[src/rtl/ir_nec_key_decoder.sv]
// NEC IR receiver: measures mark/space lengths in half-unit ticks and turns a valid
// frame with command 0..15 into a single-cycle one-hot key pulse.
//
// state      | meaning
// IDLE       | line idle, waiting for the leader mark to start
// LEAD_MARK  | inside the 9 ms leader mark
// LEAD_SPACE | inside the leader space (data or repeat)
// BIT_MARK   | inside a 562 us bit mark
// BIT_SPACE  | inside a bit space, its length gives the data bit
// CHECK      | all 32 bits captured, validate address and checksums
module ir_nec_key_decoder #(
    parameter int          TICK_CYCLES = 14063,
    parameter logic [7:0]  ADDR        = 8'h00
) (
    input  logic        clk,
    input  logic        reset,
    input  logic        ir_rx,
    output logic [15:0] ir_in_p1,
    output logic        key_valid,
    output logic        frame_err,
    output logic        busy
);

    localparam int PW = (TICK_CYCLES > 1) ? $clog2(TICK_CYCLES) : 1;
    localparam logic [PW-1:0] PRESC_MAX = PW'(TICK_CYCLES - 1);

    typedef enum logic [2:0] {
        IDLE,
        LEAD_MARK,
        LEAD_SPACE,
        BIT_MARK,
        BIT_SPACE,
        CHECK
    } state_t;

    state_t         state_q, state_d;
    logic           sync1_q, sync2_q, rx_dly_q;
    logic [PW-1:0]  presc_q, presc_d;
    logic [5:0]     tick_cnt_q, tick_cnt_d;
    logic [4:0]     bit_cnt_q, bit_cnt_d;
    logic [31:0]    shift_q, shift_d;
    logic [15:0]    ir_in_p1_q, ir_in_p1_d;
    logic           key_valid_q, key_valid_d;
    logic           frame_err_q, frame_err_d;

    logic           edge_det, fall, rise, tick, timeout;
    logic [5:0]     dur;
    logic [7:0]     f_addr, f_addr_n, f_cmd, f_cmd_n;

    function automatic logic in_win(input logic [5:0] v, input logic [5:0] lo,
                                    input logic [5:0] hi);
        return (v >= lo) && (v <= hi);
    endfunction

    always_ff @(posedge clk) begin
        if (reset) begin
            sync1_q     <= 1'b1;
            sync2_q     <= 1'b1;
            rx_dly_q    <= 1'b1;
            presc_q     <= '0;
            tick_cnt_q  <= '0;
            bit_cnt_q   <= '0;
            shift_q     <= '0;
            state_q     <= IDLE;
            ir_in_p1_q  <= '0;
            key_valid_q <= 1'b0;
            frame_err_q <= 1'b0;
        end else begin
            sync1_q     <= ir_rx;
            sync2_q     <= sync1_q;
            rx_dly_q    <= sync2_q;
            presc_q     <= presc_d;
            tick_cnt_q  <= tick_cnt_d;
            bit_cnt_q   <= bit_cnt_d;
            shift_q     <= shift_d;
            state_q     <= state_d;
            ir_in_p1_q  <= ir_in_p1_d;
            key_valid_q <= key_valid_d;
            frame_err_q <= frame_err_d;
        end
    end

    // The tick landing in the edge cycle still belongs to the level that just ended.
    always_comb begin
        edge_det = sync2_q ^ rx_dly_q;
        fall     = edge_det & ~sync2_q;
        rise     = edge_det & sync2_q;
        tick     = (presc_q == PRESC_MAX);
        dur      = (tick && tick_cnt_q != 6'd63) ? tick_cnt_q + 6'd1 : tick_cnt_q;
        timeout  = (state_q != IDLE) && (tick_cnt_q >= 6'd40);

        presc_d    = (edge_det || tick) ? '0 : presc_q + PW'(1);
        tick_cnt_d = edge_det ? 6'd0 : dur;
    end

    always_comb begin
        f_addr   = shift_q[7:0];
        f_addr_n = shift_q[15:8];
        f_cmd    = shift_q[23:16];
        f_cmd_n  = shift_q[31:24];

        state_d     = state_q;
        bit_cnt_d   = bit_cnt_q;
        shift_d     = shift_q;
        ir_in_p1_d  = '0;
        key_valid_d = 1'b0;
        frame_err_d = 1'b0;

        if (timeout) begin
            state_d     = IDLE;
            frame_err_d = 1'b1;
        end else begin
            unique case (state_q)
                IDLE: begin
                    if (fall) state_d = LEAD_MARK;
                end
                LEAD_MARK: begin
                    if (rise) begin
                        if (in_win(dur, 6'd28, 6'd36)) begin
                            state_d = LEAD_SPACE;
                        end else begin
                            state_d     = IDLE;
                            frame_err_d = 1'b1;
                        end
                    end
                end
                LEAD_SPACE: begin
                    if (fall) begin
                        if (in_win(dur, 6'd14, 6'd18)) begin
                            state_d   = BIT_MARK;
                            bit_cnt_d = '0;
                        end else if (in_win(dur, 6'd6, 6'd10)) begin
                            state_d = IDLE;
                        end else begin
                            state_d     = IDLE;
                            frame_err_d = 1'b1;
                        end
                    end
                end
                BIT_MARK: begin
                    if (rise) begin
                        if (in_win(dur, 6'd1, 6'd3)) begin
                            state_d = BIT_SPACE;
                        end else begin
                            state_d     = IDLE;
                            frame_err_d = 1'b1;
                        end
                    end
                end
                BIT_SPACE: begin
                    if (fall) begin
                        if (in_win(dur, 6'd1, 6'd3) || in_win(dur, 6'd5, 6'd7)) begin
                            shift_d = {in_win(dur, 6'd5, 6'd7), shift_q[31:1]};
                            if (bit_cnt_q == 5'd31) begin
                                state_d = CHECK;
                            end else begin
                                bit_cnt_d = bit_cnt_q + 5'd1;
                                state_d   = BIT_MARK;
                            end
                        end else begin
                            state_d     = IDLE;
                            frame_err_d = 1'b1;
                        end
                    end
                end
                CHECK: begin
                    state_d = IDLE;
                    if (f_addr == ADDR && (f_addr ^ f_addr_n) == 8'hFF &&
                        (f_cmd ^ f_cmd_n) == 8'hFF) begin
                        if (f_cmd[7:4] == 4'd0) begin
                            ir_in_p1_d  = 16'(1) << f_cmd[3:0];
                            key_valid_d = 1'b1;
                        end
                    end else begin
                        frame_err_d = 1'b1;
                    end
                end
                default: state_d = IDLE;
            endcase
        end
    end

    assign ir_in_p1  = ir_in_p1_q;
    assign key_valid = key_valid_q;
    assign frame_err = frame_err_q;
    assign busy      = (state_q != IDLE);

endmodule
[config.mk]
export PLATFORM = sky130hd
export DESIGN_NAME = ir_nec_key_decoder
export DESIGN_NICKNAME = d
export VERILOG_FILES = /design/src/rtl/ir_nec_key_decoder.sv
export SDC_FILE = /design/constraint.sdc
export NUM_CORES = 1
export LEC_CHECK = 0
export CAP_MARGIN = 5
export CORE_UTILIZATION = 40
export CTS_CLUSTER_DIAMETER = 40
export DETAILED_ROUTE_END_ITERATION = 10
export SLEW_MARGIN = 30
export SYNTH_ARGS = -nofsm -noshare
export SYNTH_HDL_FRONTEND = slang
export SYNTH_SLANG_ARGS = --single-unit
[constraint.sdc]
create_clock -name clk -period 6.55 [get_ports clk]
set_input_delay 0.655 -clock clk [delete_from_list [all_inputs] [get_ports clk]]
set_output_delay 0.655 -clock clk [all_outputs]
set_load 0.02 [all_outputs]
After elaboration in Yosys (flattened, before gate mapping) --
Index checks and enable logic that the tools add are counted.
Cells by class: order comparisons 11, equal/unequal tests 18, bitwise logic cells 10, reduce and logical (&&, ||, !) cells 24, mux-type cells 31, add/sub/neg operators 3, shift-type cells 1
Operators by type and width (number):
- 5-bit two-way mux | 5
- 3-bit two-way mux | 8
- 8-bit equality test, second input constant | 2
- 2-bit inequality test, second input constant | 8
- 1-bit by 4-bit << shifter with 16-bit output, first input constant | 1
- 8-bit bitwise XOR | 2
- 3-bit one-hot mux with 5 select lines | 1
- 14-bit by 1-bit adder with 14-bit output, second input constant | 1
- 14-bit equality test, second input constant | 1
- 6-bit by 3-bit >= comparator with 1-bit output, second input constant | 2
- 1-bit two-way mux | 12
- 5-bit one-hot mux with 2 select lines | 1
- 1-bit logical AND | 9
- 8-bit zero test | 1
- 7-bit AND reduction | 1
- 6-bit by 1-bit adder with 6-bit output, second input constant | 1
- 3-bit by 2-bit equality test with 1-bit output, second input constant | 2
- 3-bit equality test, second input constant | 2
- 6-bit by 1-bit >= comparator with 1-bit output, second input constant | 1
- 6-bit by 4-bit >= comparator with 1-bit output, second input constant | 1
- 6-bit by 5-bit >= comparator with 1-bit output, second input constant | 1
- 6-bit >= comparator, second input constant | 1
- 6-bit by 2-bit <= comparator with 1-bit output, second input constant | 1
- 6-bit by 3-bit <= comparator with 1-bit output, second input constant | 1
- 23 further kinds | 32
Word-level totals: input port bits 3, word-level logic and storage cells 109, output and inout port bits 19, register bits after elaboration 81

Longest topological paths before layout --
depth in word-level cells 10, depth in mapped cells 13, mapped depth without buffers 10

Least setup slack after synthesis --
Ideal clock, no wire load.
kind reg-to-reg, start reg tick_cnt_q[0], end reg bit_cnt_q[3], library setup time 0.070 ns, required time 6.480 ns, path buffers 0, setup slack 3.462 ns, period minus slack after synthesis 3.088 ns, arrival 3.019 ns, cell stages (with the launch flop) 10, cells stage by stage dfxtp_1 -> ha_1 -> and3_2 -> nand3_2 -> and4_2 -> or2_4 -> or4_4 -> a311o_4 -> or4_1 -> a21oi_1
On the way: cells in the longest elaborated chain, start to end 8, elaborated cells on any way between the ends 20, classes of those cells add/sub: 1; order compare: 7; eq/ne: 3; mux: 1; bitwise: 1; reduce/logical: 7
Ends and longest elaborated chain:
- from (decl) | RTL line 39 | logic [5:0] tick_cnt_q, tick_cnt_d;
- from (signal assigned) | RTL line 73 | tick_cnt_q <= tick_cnt_d;
- branches (longest 7 deep; another with 6-bit by 1-bit adder with 6-bit output)
- 7-bit AND reduction (no line) (*)
- to (signal assigned) | RTL line 74 | bit_cnt_q <= bit_cnt_d;
- to (decl) | RTL line 40 | logic [4:0] bit_cnt_q, bit_cnt_d;
Every way passes the cells marked *. A chain may end at the register's enable or synchronous reset.

Final worst setup path --
start reg presc_q[1], end reg bit_cnt_q[3]
On the way: cells in the longest elaborated chain, start to end 8, elaborated cells on any way between the ends 16, classes of those cells order compare: 6; eq/ne: 3; mux: 1; reduce/logical: 6
Ends and longest elaborated chain:
- from (decl) | RTL line 38 | logic [PW-1:0] presc_q, presc_d;
- from (signal assigned) | RTL line 72 | presc_q <= presc_d;
- 14-bit equality test (*) | RTL line 88 | tick = (presc_q == PRESC_MAX);
- 1-bit logical AND (*) | RTL line 89 | dur = (tick && tick_cnt_q != 6'd63) ? tick_cnt_q + 6'd1 : tick_cnt_q;
- 6-bit two-way mux (*) | RTL line 89
- 6-bit by 1-bit >= comparator with 1-bit output, or another cell as far along | RTL line 52 | return (v >= lo) && (v <= hi);
- 1-bit logical AND | RTL line 52
- 1-bit logical OR | RTL line 152 | if (in_win(dur, 6'd1, 6'd3) || in_win(dur, 6'd5, 6'd7)) begin
- 2-bit inequality test (no line)
- 7-bit AND reduction (no line) (*)
Mark *: on every way between the ends. The rest lies on a longest branch, timed or not.

==> impl_metrics.json <==
{
  "yosys.cell_count.top_type": "nand2_1",
  "gr-total-overflow": 0,
  "synth_top_area_share_pct": 43.3,
  "setup_viol": 0,
  "grt_util_all_layers_pct": 16.3,
  "cts_resized": 0,
  "slew-limit-headroom_pct": 54.9,
  "crit_path_end_kind": "flip-flop",
  "fin_crit_sh_pct": 53.6,
  "vias": 2985,
  "seq_area_frac_synth_pct": 43.3,
  "p_per_area_nw_per_um2": 214,
  "hold_buffers": 0,
  "dr.first_iter.drc_count": 161,
  "synth_nets": 451,
  "die_area_um2": 9760,
  "antennaDiodeCount": 0,
  "io-pin-count": 22,
  "hold_viol": 0,
  "setup_ws_ns": 3.04,
  "clock_latency_ns": 0.35,
  "wl_per_cell_um": 13.1,
  "rows": 34,
  "fin_util_pct": 47.2,
  "holdWs_ns": 0.415,
  "synth-seq-cells": 81,
  "worst_pin_slew_ns": 0.672,
  "root_buffer": "clkbuf_8",
  "clk_path_buf_depth": 2,
  "ys_types": 63,
  "leakage_nw": 1.47,
  "grt_pass1_wl_um": 12900,
  "wl_um": 7430,
  "coreArea_um2": 8890,
  "max_freq_ghz": 0.285,
  "drc": 0,
  "finalNetCount": 464,
  "met2_length_um": 3400,
  "clkSinkCount": 81,
  "clk_pin_slew_ns": 0.09,
  "grt_max_degree": 47,
  "arrival_ns": 3.79,
  "cp.required_ns": 6.83,
  "htreeDepth": 3,
  "vdd_ir_drop_max_uv": 120,
  "netlist_instances": 440,
  "post_cts_buffers": 0,
  "route.top_layer_used": "met4",
  "place_area_um2": 3990,
  "gp_congestion": 0.828,
  "fin_skew_ns": 0.0157,
  "drive_gt1_share_pct": 10.9,
  "wl_met1_um": 3680,
  "min_period_ns": 3.51,
  "ys.flop_type": "dfxtp_1",
  "viasPerCell": 5.27,
  "numCtsBuffers": 9,
  "nFillCells": 845,
  "met3_wirelength_um": 235,
  "hpwl_um": 5100,
  "fin_area_um2": 4200,
  "die_y_um": 98.8,
  "synth-edff-count": 0,
  "start_util_pct": 42.1,
  "synthArstFlopShare_pct": 0,
  "run_status": "finished clean",
  "portBuffers": 21,
  "synth_common_cells": "nand2_1 (82), dfxtp_1 (81), a21oi_1 (44)",
  "syn_avg_cell_area_um2": 8.51,
  "maxSlewViolCount": 0,
  "synth_area_leaders": "dfxtp_1 (43%), nand2_1 (8.2%), a21oi_1 (5.9%), nor2_1 (4.3%), xnor2_1 (3.3%)",
  "crit_type": "flip-flop to flip-flop",
  "hold_path.class": "flip-flop to flip-flop",
  "dr.pass1.iters": 4,
  "tns_ns": 0,
  "cts_tree": "yes",
  "die_w_um": 98.8,
  "grt_pass1_vias": 2829,
  "crit_path_start_kind": "flip-flop",
  "path_max_fanout": 12,
  "pre_cts_ws_ns": 3.07,
  "antenna_found_initial": 0,
  "yosys_warnings": 0,
  "detail-route-antenna-nets": 0,
  "netlist_area_um2": 3750,
  "synth_area_leader_cell": "dfxtp_1",
  "rsz0062_at_grt": "false",
  "syn_to_final_growth_pct": 12.1,
  "cap_violations": 0
}
## report_power, final
group | total [W] | switching [W] | internal (W) | leakage [nW]
sequential | 0.000497 | 0.00000241 | 0.000494 | 0.653
clock | 0.000385 | 0.000194 | 0.000191 | 0.101
combinational | 0.0000169 | 0.0000115 | 0.00000543 | 0.711
## metrics by stage
stage	power, W	instances
after CTS	0.000909	566
final	0.000899	566
after global placement	0.000525	550
after global routing	0.000939	566
after floorplan	0.000521	440
after detailed placement	0.000525	550
## routing by layer
layer	track usage (%)	vias up
met5	0	-
met4	7.92	0
met3	3.40	9
met2	25.2	47
met1	21.7	1395
li1	-	1534
## critical path: stages (launching register included)
cell	delay [ns]
dfxtp_1	0.39
ha_1	0.24
nand4b_4	0.12
nor4_4	0.63
and2_2	0.27
a31oi_2	0.12
or4_1	0.60
a311o_4	0.44
or4_1	0.47
a21oi_1	0.14
## area by class of cell
type	count	area (um2)	share of cell area, %
clock buffer	10	138	3.28
clock inverter	6	73.8	1.76
inverter	8	30.0	0.715
multi-input combinational	330	1980	47.0
sequential	81	1620	38.6
tap	108	135	3.22
timing repair buffer	23	225	5.36
## kinds of logic after synthesis
logic type | synth area share [%]
simple gates | 30.7
flops | 43.3
compound gates | 12.0
buf+inv | 4.14
xor+xnor | 6.08
fa+ha+maj | 2.67
mux | 1.10
## layout by cell type (no fill, tap or decap), drive strengths merged, types with 3 or more instances in the layout
master	Yosys	layout
a21oi	45	45
a31oi	3	3
and2	8	8
and3	9	9
clkbuf	17	10
clkdlybuf4s50	0	21
dfxtp	81	81
ha	8	8
inv	8	10
mux2i	3	3
nand2	82	82
nand2b	8	8
nand3	11	11
nand3b	3	3
nand4	11	11
nor2	43	43
nor2b	5	5
nor3	10	10
nor4	6	6
o21ai	5	5
o22ai	3	3
or2	8	8
or3	5	5
or4	5	5
xnor2	14	14
xor2	12	12
## final timing paths
kind              startpoint            to  slack (ns)  cells past startpoint
setup reg to reg  presc_q[1]  bit_cnt_q[3]        3.04                      9
hold / removal       sync1_q       sync2_q        0.42                      1
setup / recovery  presc_q[1]  bit_cnt_q[3]        3.04                      9
hold reg to reg      sync1_q       sync2_q        0.42                      1
## registers in the layout (all words and copies together) (netlist names)
register and cells:
bit_cnt_q 5, frame_err 1, ir_in_p1 16, key_valid 1, presc_q 14, rx_dly_q 1
shift_q 32, state_q 3, sync1_q 1, sync2_q 1, tick_cnt_q 6
Note: power is estimated with default switching activity, not from simulation.
